$ cat config.mk
export PLATFORM = sky130hd
export DESIGN_NAME = logic_unit
export DESIGN_NICKNAME = d
export VERILOG_FILES = /design/src/rtl/logic_unit.sv
export SDC_FILE = /design/constraint.sdc
export NUM_CORES = 1
export LEC_CHECK = 0
export CORE_UTILIZATION = 45
export DETAILED_ROUTE_END_ITERATION = 7
export MAX_ROUTING_LAYER = met4
export PLACE_DENSITY_LB_ADDON = 0.05
export REMOVE_ABC_BUFFERS = 1
export SETUP_SLACK_MARGIN = 0.1
export SLEW_MARGIN = 40
export SYNTH_ARGS = -nofsm -noshare
export SYNTH_HDL_FRONTEND = slang
export SYNTH_SLANG_ARGS = --single-unit
$ cat constraint.sdc
create_clock -name clk -period 1.4 [get_ports clk]
set_input_delay 0.35 -clock clk [delete_from_list [all_inputs] [get_ports clk]]
set_output_delay 0.35 -clock clk [all_outputs]
set_load 0.03 [all_outputs]
$ cat src/rtl/logic_unit.sv
// logic_unit: bitwise logic ops on single beats plus AND/OR accumulation
// across multi-beat bursts, with a single registered output stage under
// valid/ready handshaking.
module logic_unit #(
  parameter int unsigned WIDTH = 8,
  parameter int unsigned CW    = 4
) (
  input  logic             clk,
  input  logic             rst_n,
  input  logic             in_valid,
  output logic             in_ready,
  input  logic [WIDTH-1:0] in_a,
  input  logic [WIDTH-1:0] in_b,
  input  logic [2:0]       in_op,
  input  logic             in_last,
  output logic             out_valid,
  input  logic             out_ready,
  output logic [WIDTH-1:0] out_q,
  output logic             out_all,
  output logic             out_any,
  output logic             out_last,
  output logic [CW-1:0]    out_count
);

  localparam logic [CW-1:0] CNT_MAX = {CW{1'b1}};
  localparam logic [CW-1:0] CNT_ONE = CW'(1);

  typedef enum logic {
    S_IDLE = 1'b0,
    S_ACC  = 1'b1
  } state_t;

  state_t           r_state;
  logic [WIDTH-1:0] r_acc;
  logic             r_acc_or;
  logic [CW-1:0]    r_count;
  logic             r_out_valid;
  logic [WIDTH-1:0] r_out_q;
  logic             r_out_last;
  logic [CW-1:0]    r_out_count;

  logic             w_accept;
  logic             w_is_acc_op;
  logic [WIDTH-1:0] w_logic;
  logic [WIDTH-1:0] w_acc_next;
  logic [CW-1:0]    w_count_inc;

  // Handshake: accept whenever the output slot is free or being drained; never in reset.
  assign in_ready    = rst_n && (!r_out_valid || out_ready);
  assign w_accept    = in_valid && in_ready;
  assign w_is_acc_op = (in_op[2:1] == 2'b11);
  assign w_acc_next  = r_acc_or ? (r_acc | in_a) : (r_acc & in_a);
  assign w_count_inc = (r_count == CNT_MAX) ? CNT_MAX : (r_count + CNT_ONE);

  // Single-beat bitwise result for opcodes 0-5.
  always_comb begin
    w_logic = '0;
    case (in_op)
      3'd0:    w_logic = in_a & in_b;
      3'd1:    w_logic = in_a | in_b;
      3'd2:    w_logic = in_a ^ in_b;
      3'd3:    w_logic = ~(in_a & in_b);
      3'd4:    w_logic = ~(in_a | in_b);
      3'd5:    w_logic = ~(in_a ^ in_b);
      default: w_logic = '0;
    endcase
  end

  // Burst FSM, accumulator and output register stage.
  always_ff @(posedge clk) begin
    if (!rst_n) begin
      r_state     <= S_IDLE;
      r_acc       <= '0;
      r_acc_or    <= 1'b0;
      r_count     <= '0;
      r_out_valid <= 1'b0;
      r_out_q     <= '0;
      r_out_last  <= 1'b0;
      r_out_count <= '0;
    end else begin
      if (r_out_valid && out_ready) begin
        r_out_valid <= 1'b0;
      end
      if (w_accept) begin
        case (r_state)
          S_IDLE: begin
            if (!w_is_acc_op) begin
              r_out_valid <= 1'b1;
              r_out_q     <= w_logic;
              r_out_last  <= in_last;
              r_out_count <= CNT_ONE;
            end else if (in_last) begin
              r_out_valid <= 1'b1;
              r_out_q     <= in_a;
              r_out_last  <= 1'b1;
              r_out_count <= CNT_ONE;
            end else begin
              r_acc    <= in_a;
              r_acc_or <= in_op[0];
              r_count  <= CNT_ONE;
              r_state  <= S_ACC;
            end
          end
          S_ACC: begin
            if (in_last) begin
              r_out_valid <= 1'b1;
              r_out_q     <= w_acc_next;
              r_out_last  <= 1'b1;
              r_out_count <= w_count_inc;
              r_state     <= S_IDLE;
            end else begin
              r_acc   <= w_acc_next;
              r_count <= w_count_inc;
            end
          end
          default: r_state <= S_IDLE;
        endcase
      end
    end
  end

  assign out_valid = r_out_valid;
  assign out_q     = r_out_q;
  assign out_last  = r_out_last;
  assign out_count = r_out_count;
  assign out_all   = &r_out_q;
  assign out_any   = |r_out_q;

endmodule

[Word-level counts from Yosys, hierarchy flattened]
Cells that the tools add are included.
Operators by class
  multiplexer cells: 30
  add/sub/neg operators: 1
  bitwise operators: 10
  equal/unequal tests: 12
  reductions and logical operators: 11
Operator list (count)
  8-bit two-way mux: 7
  8-bit case mux with 6 select lines: 1
  8-bit case mux with 2 select lines: 2
  4-bit two-way mux: 7
  8-bit NOT: 3
  8-bit bitwise AND: 2
  8-bit bitwise OR: 2
  4-bit case mux with 2 select lines: 2
  1-bit two-way mux: 8
  2-bit inequality test (second input constant): 4
  4-bit AND reduction: 2
  8-bit AND reduction: 1
  8-bit OR reduction: 1
  8-bit bitwise XOR: 1
  3-bit by 2-bit == test with 1-bit output (second input constant): 2
  3-bit == test (second input constant): 2
  1-bit case mux with 2 select lines: 3
  4-bit by 1-bit adder with 4-bit output (second input constant): 1
  4-bit == test (second input constant): 1
  3-bit by 1-bit == test with 1-bit output (second input constant): 1
  1-bit logical AND: 3
  3-bit logical NOT: 1
  3-bit inequality test (second input constant): 1
  3-bit AND reduction: 1
  other kinds (4): 5
Storage, ports and cells
  bits of input ports: 24
  register bits: 28
  output and inout port bits: 17
  logic and storage cells: 72

[Depth between registers and ports, before layout]
Gate-level depths: netlist of the first run.
  depth in word-level cells: 6
  gate-level depth with buffers: 7
  mapped depth without buffers: 6

[Worst setup path before layout of the first run]
No wires, ideal clock.
  path type: flip-flop to flip-flop
  start: register r_out_valid, in the netlist out_valid
  end: register r_acc[1]
  data arrival time: 1.415 ns
  clock period less this slack: 1.531 ns
  path buffers: 1
  cell stages (with the launch flop): 5
  data required time: 1.284 ns
  library setup time: 0.116 ns
  slack: -0.131 ns
  cells stage by stage: dfxtp_1 nor2b_1 nor4b_4 buf_4 o211a_1
On the way
  word-level cells in the longest chain between the ends: 5
RTL lines
  from (decl): RTL line 37  | logic r_out_valid;
  from (signal assigned): RTL line 76  | r_out_valid <= 1'b0;
  from (signal assigned): RTL line 82  | r_out_valid <= 1'b0;
  from (signal assigned): RTL line 88  | r_out_valid <= 1'b1;
  1-bit logical NOT: RTL line 49  | assign in_ready = rst_n && (!r_out_valid || out_ready);
  1-bit logical OR: RTL line 49
  1-bit logical AND: RTL line 49
  1-bit logical AND: RTL line 50  | assign w_accept = in_valid && in_ready;
  4-bit AND reduction (no source line)
  to (signal assigned): RTL line 98  | r_acc <= in_a;
  to (signal assigned): RTL line 112  | r_acc <= w_acc_next;
  to (decl): RTL line 34  | logic [WIDTH-1:0] r_acc;
No other way between the ends.
A chain may end at the register's enable or synchronous reset.

[Final worst setup path of the first run]
  start: register r_out_q[7], in the netlist out_q[7]
  end: output out_all
On the way
  word-level cells in the longest chain between the ends: 1
RTL lines
  from (decl): RTL line 38  | logic [WIDTH-1:0] r_out_q;
  from (signal assigned): RTL line 89  | r_out_q <= w_logic;
  from (signal assigned): RTL line 94  | r_out_q <= in_a;
  from (signal assigned): RTL line 107  | r_out_q <= w_acc_next;
  8-bit AND reduction: RTL line 126  | assign out_all = &r_out_q;
  to (decl): RTL line 19  | output logic out_all,
No other way between the ends.

==> results, run 1 <==
- The flow ran to the end, but the final reports show violations.
- The checks that failed: negative setup slack.
- Sorting the synthesized cells by how often they occur yields 28 x sky130_fd_sc_hd__dfxtp_1, 25 x sky130_fd_sc_hd__o21ai_0, 23 x sky130_fd_sc_hd__nor2_1, 20 x sky130_fd_sc_hd__nand2_1, 19 x sky130_fd_sc_hd__inv_1.
- The switching share of power is between 30% and 40%.
- The number of vias in the routed layout is 2478.
- The sum of overflow across all layers after global routing is 0.
- The clock-pin slew on the worst setup and hold paths is 0.10 ns.
- CTS built an H-tree with a depth of 1.
- The fraction of layout instances using a drive strength above 1 is between 40% and 50%.
- The critical path required time is 1.05 ns.
- In this run the most critical hold path is launched from out_count[3].
- Summed over all nets, the switching power comes to 0.000741 W.
- During I/O placement, the number of pins put on the boundary was 41.
- After the flow finishes, the layout carries non-filler instances totaling 429.
- Entering global routing, the biggest net connects 20 pins.
- Clock tree synthesis inserted a total of 3 buffers.
- In the final design database the tool counted 417 nets.
- The internal power of the cells totals approximately 0.0017 W.
- The worst setup path is of the register to primary output kind.
- The global-route wire length before repair is 10900 um.
- Buffers placed on the I/O ports in this run total 40.
- After layout, the worst path uses 112% of the clock period.
- The DRC marker count from the first detailed-route iteration is 133.
- The remaining routing DRC violations is 0.
- In this run the static leakage power is between 1.5 and 2 nW.
- The post-synthesis register bit count is 28.
- The share of Yosys cell area claimed by the top area cell type is 25.6%.
- The highest achievable clock rate is ~640 MHz.
- The logic gate share of total power is a little under two fifths.
- At the pin with the least slew margin, the transition time is 0.345 ns.
- In this run the horizontal extent of the chip is approximately 72 um.
- Relative to the synthesized area, the layout overhead comes to 68.9%.
- Once the floorplan was initialized, standard cells occupied 46.7% of the core.
- The combined global-route utilization of all metal layers is 27.6%.
- The post-route antenna net violation count is 0.
- The worst hold path was traced through 2 stages.
- The most used flip-flop cell after synthesis is sky130_fd_sc_hd__dfxtp_1.
- The final RePlAce weighted congestion is between 0.8 and 0.9.
- The startpoint of the worst-slack reg-to-reg timing path is r_state.
- Sorting the synthesized cells by area gives the leading types as sky130_fd_sc_hd__dfxtp_1 26%, sky130_fd_sc_hd__ha_1 9.7%, sky130_fd_sc_hd__o21ai_0 5.7%, sky130_fd_sc_hd__a21oi_1 4.1%, sky130_fd_sc_hd__mux2i_1 4.1%.
- Synthesis instantiated 43 different standard cells from the library.
- The summed instance area of the synthesized netlist is 2190 um^2.
- The endpoint of the worst hold-timing path is out_count[3].
- Setup slack on the critical path of the routed design comes to -0.169 ns.
- Across the routed clock network, the largest skew measured is 0.00372 ns.
- The worst register-to-register path ends at out_q[0].
- The post-route minimum period is ~1.6 ns.
- The root cell of the clock tree is sky130_fd_sc_hd__clkbuf_8.
- In the final routed layout, each cell accounts on average for roughly 17 um.
- The class of the tightest hold or removal check is register to register.
- Summed over all layers, the routed wires come to slightly above 7000 um.
- The worst setup path is captured at a primary output.
- The clock passes through at most 2 buffers.
- The via-per-instance ratio is 5.78.
- The die is between 70 and 80 um tall.
- The portion of total power attributed to the clock network is roughly 27%.
- The first detailed-routing pass took 4 iterations.
- The final standard cell area without fillers is 3700 um^2.
- sky130_fd_sc_hd__dfxtp_1 is the most common cell in the netlist.
- The clock sink count is 28.
- The worst setup path is launched from a register.
- The sequential share of power is 35.3%.
- The source-to-sink clock delay at the later pin of the worst-skew pair is 0.28 ns.
- The synthesized area divided by synthesized cell count is 7.89 um^2.
- The max-slew headroom at the worst pin is about three quarters.
- The final number of hold-violating endpoints is 0.
- Including well taps, the total number of placed cells is 405.
- For the worst setup path, the data arrival time is 1.22 ns.
- The hold buffer count at cts is 0.
- The final number of setup-violating endpoints is 11.
- Max-cap violations in this run came to 0.
- The via count of the first global-routing pass is about 2400.
- The peak supply drop is 0.000641 V.
- TritonCTS built the clock tree.
- The worst register-to-register path has a depth of 6.
- The number of diodes added for antenna fixing is 0.
- The placed standard-cell area is 2920 um^2.
- The number of synthesized flops with an enable pin is 0.
- The total number of yosys warnings is 0.
- The critical-path maximum fanout is 2.
- The initial antenna violation count is 0.
- The area of the core is 4690 um^2.
- The proportion of synthesized flip-flops having asynchronous set or reset is 0%.
- Synthesis produced around 280 cells.
- The wire-length estimate of the detail-placed layout is 4260 um.
- The synthesized design spends more area on one cell type than any other, namely sky130_fd_sc_hd__dfxtp_1.
- The count of final max-slew check failures is 0.
- The worst-case register-to-register setup slack is -0.05 ns.
- The share of the Yosys chip area taken by registers is 25.6%.
- The critical path starts at out_q[7].
- Dividing total power by cell area gives a power density of about 650 nW/um^2.
- The floorplan row count is 25.
- The full die area is 5150 um^2.
- Setup repair after global routing could not meet its margin everywhere.
## area by class of cell
class | count | area [um^2]
flip-flops and latches | 28 | 586
inverters | 19 | 71.3
fillers | 310 | 988
repair buffers | 111 | 1060
well taps | 54 | 67.6
multi-input cells | 213 | 1840
clock inverters | 1 | 30.0
clock buffers | 3 | 41.3
## flip-flops by register name, summed over array words and instances (netlist names)
signal,count
out_q,8
r_acc,8
out_count,4
r_count,4
out_last,1
out_valid,1
r_acc_or,1
r_state,1
## per-stage QoR
stage / power (W) / utilization [%] / setup slack (ns) / setup TNS, ns / hold WS, ns
5_1_grt: 0.00252 / 78.9 / -0.204 / -1.04 / 0.482
3_5_place_dp: 0.00153 / 62.3 / -0.634 / -15.20 / 0.447
4_1_cts: 0.00235 / 74.6 / -0.106 / -0.211 / 0.462
6_report: 0.00241 / 78.9 / -0.169 / -0.563 / 0.455
2_1_floorplan: 0.00117 / - / -0.485 / -6.46 / 0.453
3_3_place_gp: 0.00152 / 62.3 / -0.633 / -14.48 / 0.442
## kinds of logic after synthesis
| kind of cell | count (synthesis) | synth area share (%) |
|---|---|---|
| adders and majority gates | 18 | 10.2 |
| muxes | 15 | 7.19 |
| and+or+nand+nor | 85 | 19.4 |
| DFF | 28 | 25.6 |
| AOI/OAI and AO/OA | 95 | 29.6 |
| buffers and inverters | 37 | 8.05 |
## worst max path at each step
stage | to | slack [ns] | cells past startpoint
6_report | out_all | -0.17 | 4
5_1_grt | out_all | -0.20 | 4
4_1_cts | out_all | -0.11 | 4
3_5_place_dp | out_q[0] | -0.63 | 6
3_3_place_gp | out_q[4] | -0.63 | 6
2_1_floorplan | r_count[1] | -0.49 | 4
## cell usage in the layout, fill, tap and decap left out, types with 5 or more instances in the layout
cell / instances
sky130_fd_sc_hd__a21oi_1: 16
sky130_fd_sc_hd__a31oi_1: 5
sky130_fd_sc_hd__and2_1: 5
sky130_fd_sc_hd__buf_2: 5
sky130_fd_sc_hd__buf_4: 44
sky130_fd_sc_hd__buf_6: 33
sky130_fd_sc_hd__clkdlybuf4s15_1: 10
sky130_fd_sc_hd__dfxtp_1: 16
sky130_fd_sc_hd__dfxtp_2: 8
sky130_fd_sc_hd__dlygate4sd2_1: 8
sky130_fd_sc_hd__ha_1: 7
sky130_fd_sc_hd__ha_2: 5
sky130_fd_sc_hd__ha_4: 5
sky130_fd_sc_hd__inv_1: 14
sky130_fd_sc_hd__inv_2: 5
sky130_fd_sc_hd__mux2i_1: 9
sky130_fd_sc_hd__nand2_1: 15
sky130_fd_sc_hd__nand2_2: 5
sky130_fd_sc_hd__nand3_1: 8
sky130_fd_sc_hd__nor2_1: 15
sky130_fd_sc_hd__nor2_2: 5
sky130_fd_sc_hd__nor2b_1: 5
sky130_fd_sc_hd__o211a_1: 9
sky130_fd_sc_hd__o21a_1: 7
sky130_fd_sc_hd__o21ai_0: 8
sky130_fd_sc_hd__o21ai_1: 8
sky130_fd_sc_hd__o21ai_2: 9
## critical path, cell delays in order (launching register included)
cell and delay (ns):
sky130_fd_sc_hd__dfxtp_2 0.38, sky130_fd_sc_hd__buf_6 0.11, sky130_fd_sc_hd__nand4_1 0.12, sky130_fd_sc_hd__nor2_2 0.19, sky130_fd_sc_hd__buf_6 0.15
## repair_timing
item / in CTS / in global routing
gates cloned: 1 / 0
setup buffers: 11 / 10
setup endpoints to repair: 36 / 37
pin swaps: 39 / 25
gates resized for setup: 177 / 60
hold endpoints to repair: 0 / 0
## power by group through the flow
stage	combinational, W	sequential [W]	clock [W]
global route	0.000968	0.000855	0.000695
detailed placement	0.000662	0.000863	0
finish	0.000907	0.000851	0.000652
floorplan	0.000253	0.000917	0
global placement	0.000657	0.000862	0
CTS	0.000833	0.000854	0.000661
## per-layer routing
layer	up-vias	share of wire, %	track usage [%]
li1	1198	-	-
met1	1179	43	33.9
met2	87	49	47.5
met3	14	5.6	4.64
met4	0	1.9	6.10
met5	-	0	-
Power figures use the tool's default switching activity.
==> run 2, diff against run 1 <==
==> constraint.sdc (replaced) <==
create_clock -name clk -period 1.8 [get_ports clk]
set_input_delay 0.45 -clock clk [delete_from_list [all_inputs] [get_ports clk]]
set_output_delay 0.45 -clock clk [all_outputs]
set_load 0.03 [all_outputs]
==> run 2 against run 1 <==
The run now ends clean. Largest power group is now registers. First-iteration DRC count down 20%. Die area did not move. Critical path depth increased by 2. Register-to-register slack better by 0.33 ns. Routed wire length shrank 17%. Sequential power is 22% lower. Utilization is 11 points lower. Count of clock-buffer cells in the layout unchanged. Critical path type is now input port to register.
==> results, run 2 (synthesized netlist as in run 1, its figures left out) <==
- The flow ran to the end, and the final reports show no timing, DRC or antenna violations.
- The number of standard cells in the final layout excluding fillers came to 407 (-5.1%).
- The min-delay analysis places its worst path in the category register to register.
- The commonest non-fill, non-tap cell in the layout is sky130_fd_sc_hd__buf_4.
- The initial antenna violation count is 0 (unchanged).
- The deepest level of the CTS H-tree is 1 (unchanged).
- The data arrival time of the critical path is 1.88 ns (+0.66 ns).
- The initial core utilization is 46.7% (unchanged).
- The area of the core is 4690 um^2 (unchanged).
- The final core utilization is 67.8% (-11 points).
- TritonCTS built the clock tree.
- The remaining routing DRC violations is 0 (unchanged).
- The number of violations of the max-capacitance limit was 0 (unchanged).
- The horizontal extent of the die is 71.8 um (unchanged).
- The final number of hold-violating endpoints is 0 (unchanged).
- The source-to-sink clock delay at the later pin of the worst-skew pair came to 0.27 ns (about the same).
- The maximum number of pins on one net before global-route repair came to 31 (+55%).
- The combined global-route utilization of all metal layers is 25.0% (-2.6 points).
- The post-route antenna net violation count is 0 (unchanged).
- The startpoint of the worst-slack reg-to-reg timing path is r_state.
- The number of CTS-inserted buffers came to 3 (unchanged).
- The DRC marker count from the first detailed-route iteration is 107 (-20%).
- The fraction of layout instances using a drive strength above 1 was 26.6% (-22 points).
- The full die area was 5150 um^2 (unchanged).
- The peak supply drop is 0.000480 V (-25%).
- The class of the most critical setup path is input port to register.
- The highest achievable clock rate is 595 MHz.
- The number of placed cells counting well taps is 400 (-1.2%).
- The number of vias in the routed layout was 2322 (-6.3%).
- The post-route minimum period is 1.68 ns.
- The number of diodes added for antenna fixing is 0 (unchanged).
- The final critical path takes up 93.3% of the cycle.
- The critical path starts at in_a[4].
- The final sum of negative setup slack is 0 ns (+0.563 ns).
- The layout net count came to 396 (-5.0%).
- The maximum count of clock buffers along a single path came to 2 (unchanged).
- The count of final max-slew check failures is 0 (unchanged).
- The final RePlAce weighted congestion is 0.828 (-1.1%).
- The area growth from synthesis to layout is 45.0%.
- The first-pass detailed-route iteration total came to 4 (unchanged).
- STA classifies the critical path endpoint as a register.
- The critical-path maximum fanout is 3 (+1).
- The vertical extent of the die is 71.8 um (unchanged).
- The total half-perimeter wirelength after legalization and detailed placement is 4270 um (+0.24%).
- The max-slew headroom at the worst pin came to 69.3% (-7.6 points).
- The I/O pin count came to 41 (unchanged).
- The startpoint identified for the worst hold timing path is out_count[3].
- The sum of internal, switching and leakage power is 0.00156 W (-35%).
- The global-route wire length before repair came to 9970 um (-8.4%).
- The transition time at the pin with the least slew margin is 0.460 ns (+0.115 ns).
- The floorplan row count came to 25 (unchanged).
- The via count of the first global-routing pass is 2161 (-8.0%).
- The clock sink count is 28 (unchanged).
- The critical path required time is 2.00 ns (+0.95 ns).
- The clock skew after layout came to 0.00258 ns (-0.00114 ns).
- The clock-pin slew on the worst setup and hold paths is 0.09 ns (about the same).
- The power per standard cell area is 492 nW/um^2 (-24%).
- The count of input and output buffers is 40 (unchanged).
- The sum of overflow across all layers after global routing is 0 (unchanged).
- The via-per-instance ratio is 5.71 (-1.2%).
- The final wirelength was 6000 um (-17%).
- In the layout the commonest cells are 42 x sky130_fd_sc_hd__buf_4, 28 x sky130_fd_sc_hd__dfxtp_1, 24 x sky130_fd_sc_hd__dlygate4sd2_1.
- In this run the clock root is driven by a sky130_fd_sc_hd__clkbuf_8.
- The average wire per cell in the routed design was 14.7 um (-12%).
- Setup repair after global routing could not meet its margin everywhere.
- The leakage power figure came to 1.52 nW (-8.6%).
- The critical path startpoint category is an input port.
- The final number of setup-violating endpoints was 0 (-11).
run 2: cell count changes in the layout (fill, tap and decap cells not counted), moves of 9 or more:
cell	change
sky130_fd_sc_hd__o21ai_0	+15
sky130_fd_sc_hd__dlygate4sd2_1	+16
sky130_fd_sc_hd__dfxtp_1	+12
sky130_fd_sc_hd__buf_6	-26
sky130_fd_sc_hd__o21ai_2	-9
run 2: layer usage:
metal	share of wire (%)	up-vias	GRT usage [%]
li1	-	1159	-
met2	47	49	41.2
met1	48	1108	33.2
met4	1.2	0	5.23
met5	0	-	-
met3	4.1	6	2.81
run 2: metrics by stage:
| step | setup slack, ns | area [um^2] | hold WS [ns] |
|---|---|---|---|
| 4_1_cts | 0.0883 | 3070 | 0.459 |
| 6_report | 0.120 | 3180 | 0.455 |
| 3_5_place_dp | -0.344 | 2910 | 0.447 |
| 3_3_place_gp | -0.303 | 2910 | 0.444 |
| 2_1_floorplan | -0.0854 | 2090 | 0.453 |
| 5_1_grt | 0.00914 | 3180 | 0.475 |
run 2: worst max-delay path: stages:
cell,delay (ns)
sky130_fd_sc_hd__clkdlybuf4s50_1,0.51
sky130_fd_sc_hd__inv_1,0.06
sky130_fd_sc_hd__ha_1,0.24
sky130_fd_sc_hd__a2111oi_4,0.36
sky130_fd_sc_hd__a211oi_2,0.08
sky130_fd_sc_hd__o31ai_2,0.18
run 2: timing repair:
item / CTS / global route
hold buffers: 0 / 0
gates resized for setup: 57 / 30
setup endpoints to repair: 39 / 26
cloned: 2 / 0
buffers inserted: 2 / 0
pin swaps: 17 / 9
run 2: area by class of cell:
class	count	area, um^2
Inverter	19	71.3
Clock buffer	3	41.3
Sequential cell	28	561
Timing Repair Buffer	90	783
Fill cell	421	1510
Multi-Input combinational cell	213	1660
Tap cell	54	67.6
run 2: worst paths after layout:
check	end	cells after the start	slack (ns)
worst max-delay path	out_q[4]	6	0.12
worst min-delay path	out_count[3]	2	0.46
worst max register to register	r_acc[3]	6	0.28
worst min register to register	out_count[3]	2	0.46
run 2: where the power goes:
group	internal (W)	total, W	switching, W	leakage (nW)
sequential	0.000643	0.000666	0.0000230	0.228
combinational	0.000268	0.000552	0.000284	1.27
clock	0.000150	0.000344	0.000194	0.0216
total	0.00106	0.00156	0.000501	1.52
==> run 3, diff against run 2 <==
--- a/config.mk
+++ b/config.mk
@@ -7,6 +7,7 @@
 export LEC_CHECK = 0
 export CORE_UTILIZATION = 45
 export DETAILED_ROUTE_END_ITERATION = 7
+export GPL_TIMING_DRIVEN = 0
 export MAX_ROUTING_LAYER = met4
 export PLACE_DENSITY_LB_ADDON = 0.05
 export REMOVE_ABC_BUFFERS = 1
==> run 3 against run 2 <==
Setup slack got worse by 0.015 ns. Routed wire length decreased by 3.8%. Utilization decreased by 8.6 points. Critical path depth increased by 1. Via count decreased by 7.4%. First-iteration DRC count decreased by 1.9%. Register-to-register slack got worse by 0.09 ns. Sequential power about the same. Largest power group unchanged.
==> results, run 3 (synthesized netlist as in run 1, its figures left out) <==
- The max-slew headroom at the worst pin is 66.4% (-2.9 points).
- The source-to-sink clock delay at the later pin of the worst-skew pair came to 0.27 ns (about the same).
- The vertical extent of the die is 71.8 um (unchanged).
- The deepest level of the CTS H-tree is 1 (unchanged).
- The root cell of the clock tree is sky130_fd_sc_hd__clkbuf_8.
- The global-route wire length before repair is 9340 um (-6.4%).
- The I/O pin count is 41 (unchanged).
- The flow ran to the end, and the final reports show no timing, DRC or antenna violations.
- The via count of the first global-routing pass is 1972 (-8.7%).
- The transition time at the pin with the least slew margin is 0.503 ns (+0.0430 ns).
- The via-per-instance ratio is 5.89 (+3.2%).
- Leaving out fill and tap cells, the most frequent cell in the layout is sky130_fd_sc_hd__dfxtp_1.
- The final sum of negative setup slack was 0 ns (unchanged).
- The share of the cycle needed by the critical path after routing came to 94.2% (+0.86 points).
- The full die area is 5150 um^2 (unchanged).
- The number of diodes added for antenna fixing is 0 (unchanged).
- The final number of hold-violating endpoints is 0 (unchanged).
- The library cells used most frequently in the layout, excluding fill and tap cells, are 27 x sky130_fd_sc_hd__dfxtp_1, 24 x sky130_fd_sc_hd__o21ai_0, 23 x sky130_fd_sc_hd__dlygate4sd2_1.
- The post-route minimum period is 1.70 ns (+0.0154 ns).
- The horizontal extent of the die is 71.8 um (unchanged).
- The fraction of layout instances using a drive strength above 1 was 16.4% (-10 points).
- The final RePlAce weighted congestion is 0.751 (-9.2%).
- The area of the core is 4690 um^2 (unchanged).
- The number of CTS-inserted buffers is 3 (unchanged).
- The final wirelength is 5770 um (-3.8%).
- The initial antenna violation count is 0 (unchanged).
- The clock skew after layout is 0.00370 ns (+0.00112 ns).
- The final worst setup slack is 0.104 ns (-0.0154 ns).
- The leakage power figure is 1.32 nW (-13%).
- The clock-pin slew on the worst setup and hold paths is 0.09 ns (about the same).
- The post-route antenna net violation count came to 0 (unchanged).
- The average wire per cell in the routed design came to 15.8 um (+7.2%).
- The DRC marker count from the first detailed-route iteration is 105 (-1.9%).
- The register area came to 564 um^2 (+0.67%).
- The count of input and output buffers is 40 (unchanged).
- The number of violations of the max-capacitance limit came to 0 (unchanged).
- The setup slack after placement is -0.833 ns (-0.488 ns).
- The final number of setup-violating endpoints is 0 (unchanged).
- TritonCTS built the clock tree.
- The maximum count of clock buffers along a single path came to 2 (unchanged).
- STA classifies the critical path endpoint as a register.
- The class of the tightest hold or removal check is register to register.
- The number of fillers in the final layout is 441 (+4.8%).
- The highest achievable clock rate is 590 MHz (-0.91%).
- The hold buffer count at cts was 0 (unchanged).
- Setup repair after global routing could not meet its margin everywhere.
- The count of final max-slew check failures was 0 (unchanged).
- The sum of overflow across all layers after global routing is 0 (unchanged).
- The combined global-route utilization of all metal layers is 23.6% (-1.4 points).
- The total half-perimeter wirelength after legalization and detailed placement is 3630 um (-15%).
- The number of vias in the routed layout was 2150 (-7.4%).
- The data arrival time of the critical path is 1.90 ns (+0.02 ns).
- The initial core utilization came to 46.7% (unchanged).
- The worst setup path is launched from an input port.
- The area growth from synthesis to layout is 26.6%.
- The peak supply drop is 0.000529 V (+10%).
- The area of combinational cells with multiple inputs is 1600 um^2 (-3.3%).
- The remaining routing DRC violations is 0 (unchanged).
- The first-pass detailed-route iteration total is 4 (unchanged).
- The layout net count is 354 (-11%).
- The floorplan row count is 25 (unchanged).
- The critical-path maximum fanout came to 2 (-1).
- The critical path required time is 2.01 ns (about the same).
- The class of the most critical setup path is input port to register.
- The power per standard cell area is 525 nW/um^2 (+6.8%).
- The sum of internal, switching and leakage power was 0.00146 W (-6.7%).
- The maximum number of pins on one net before global-route repair is 36 (+16%).
- The clock sink count is 28 (unchanged).
==> run 3: cell count changes in the layout (fill, tap and decap cells not counted), sizes merged <==
cell	previous run	this run
clkbuf	3	4
dlygate4sd2	24	23
clkdlybuf4s50	8	3
buf	52	14
dlymetal6s2s	3	4
==> run 3: what timing repair did <==
action / in CTS / in global routing
resized for setup: 67 / 25
pin swaps: 9 / 5
setup endpoints to repair: 44 / 15
setup buffers: 5 / 2
==> run 3: metal layers <==
metal  share of wire, %  GRT usage [%]  vias to the layer above
li1                   -              -                     1074
met1                 48           31.0                     1009
met2                 46           38.9                       63
met3                6.0           4.50                        4
met4               0.47           2.83                        0
met5                  0              -                        -
==> run 3: area by class of cell <==
cell class,instances,share of cell area (%)
Timing Repair Buffer,48,15.5
Inverter,19,2.57
Clock buffer,3,1.49
Multi-Input combinational cell,213,57.7
Tap cell,54,2.43
Sequential cell,28,20.3
==> run 3: metrics by stage <==
step	utilization, %	instance area [um^2]	std cells	hold WS [ns]
6_report	59.1	2780	365	0.455
5_1_grt	59.1	2780	365	0.475
4_1_cts	58.0	2720	363	0.458
3_5_place_dp	54.8	2570	355	0.446
3_3_place_gp	54.5	2550	354	0.442
2_1_floorplan	-	2090	260	0.453
==> run 3: worst paths after layout <==
path	from	to	slack [ns]	cells after the start
setup / recovery	in_b[3]	out_q[3]	0.10	7
hold / removal	out_count[2]	out_count[2]	0.46	2
setup reg to reg	out_valid	r_acc[0]	0.19	5
hold reg to reg	out_count[2]	out_count[2]	0.46	2
==> run 3: critical path, stage by stage <==
cell	delay (ns)
sky130_fd_sc_hd__clkdlybuf4s50_1	0.48
sky130_fd_sc_hd__inv_1	0.07
sky130_fd_sc_hd__ha_4	0.21
sky130_fd_sc_hd__mux2_2	0.26
sky130_fd_sc_hd__a22oi_1	0.19
sky130_fd_sc_hd__nand3_1	0.10
sky130_fd_sc_hd__a21oi_1	0.14
==> run 3: power by group <==
part / total (W) / internal [W] / switching [W]
Combinational: 0.000448 / 0.000191 / 0.000257
Sequential: 0.000668 / 0.000642 / 0.0000261
Clock: 0.000342 / 0.000150 / 0.000192
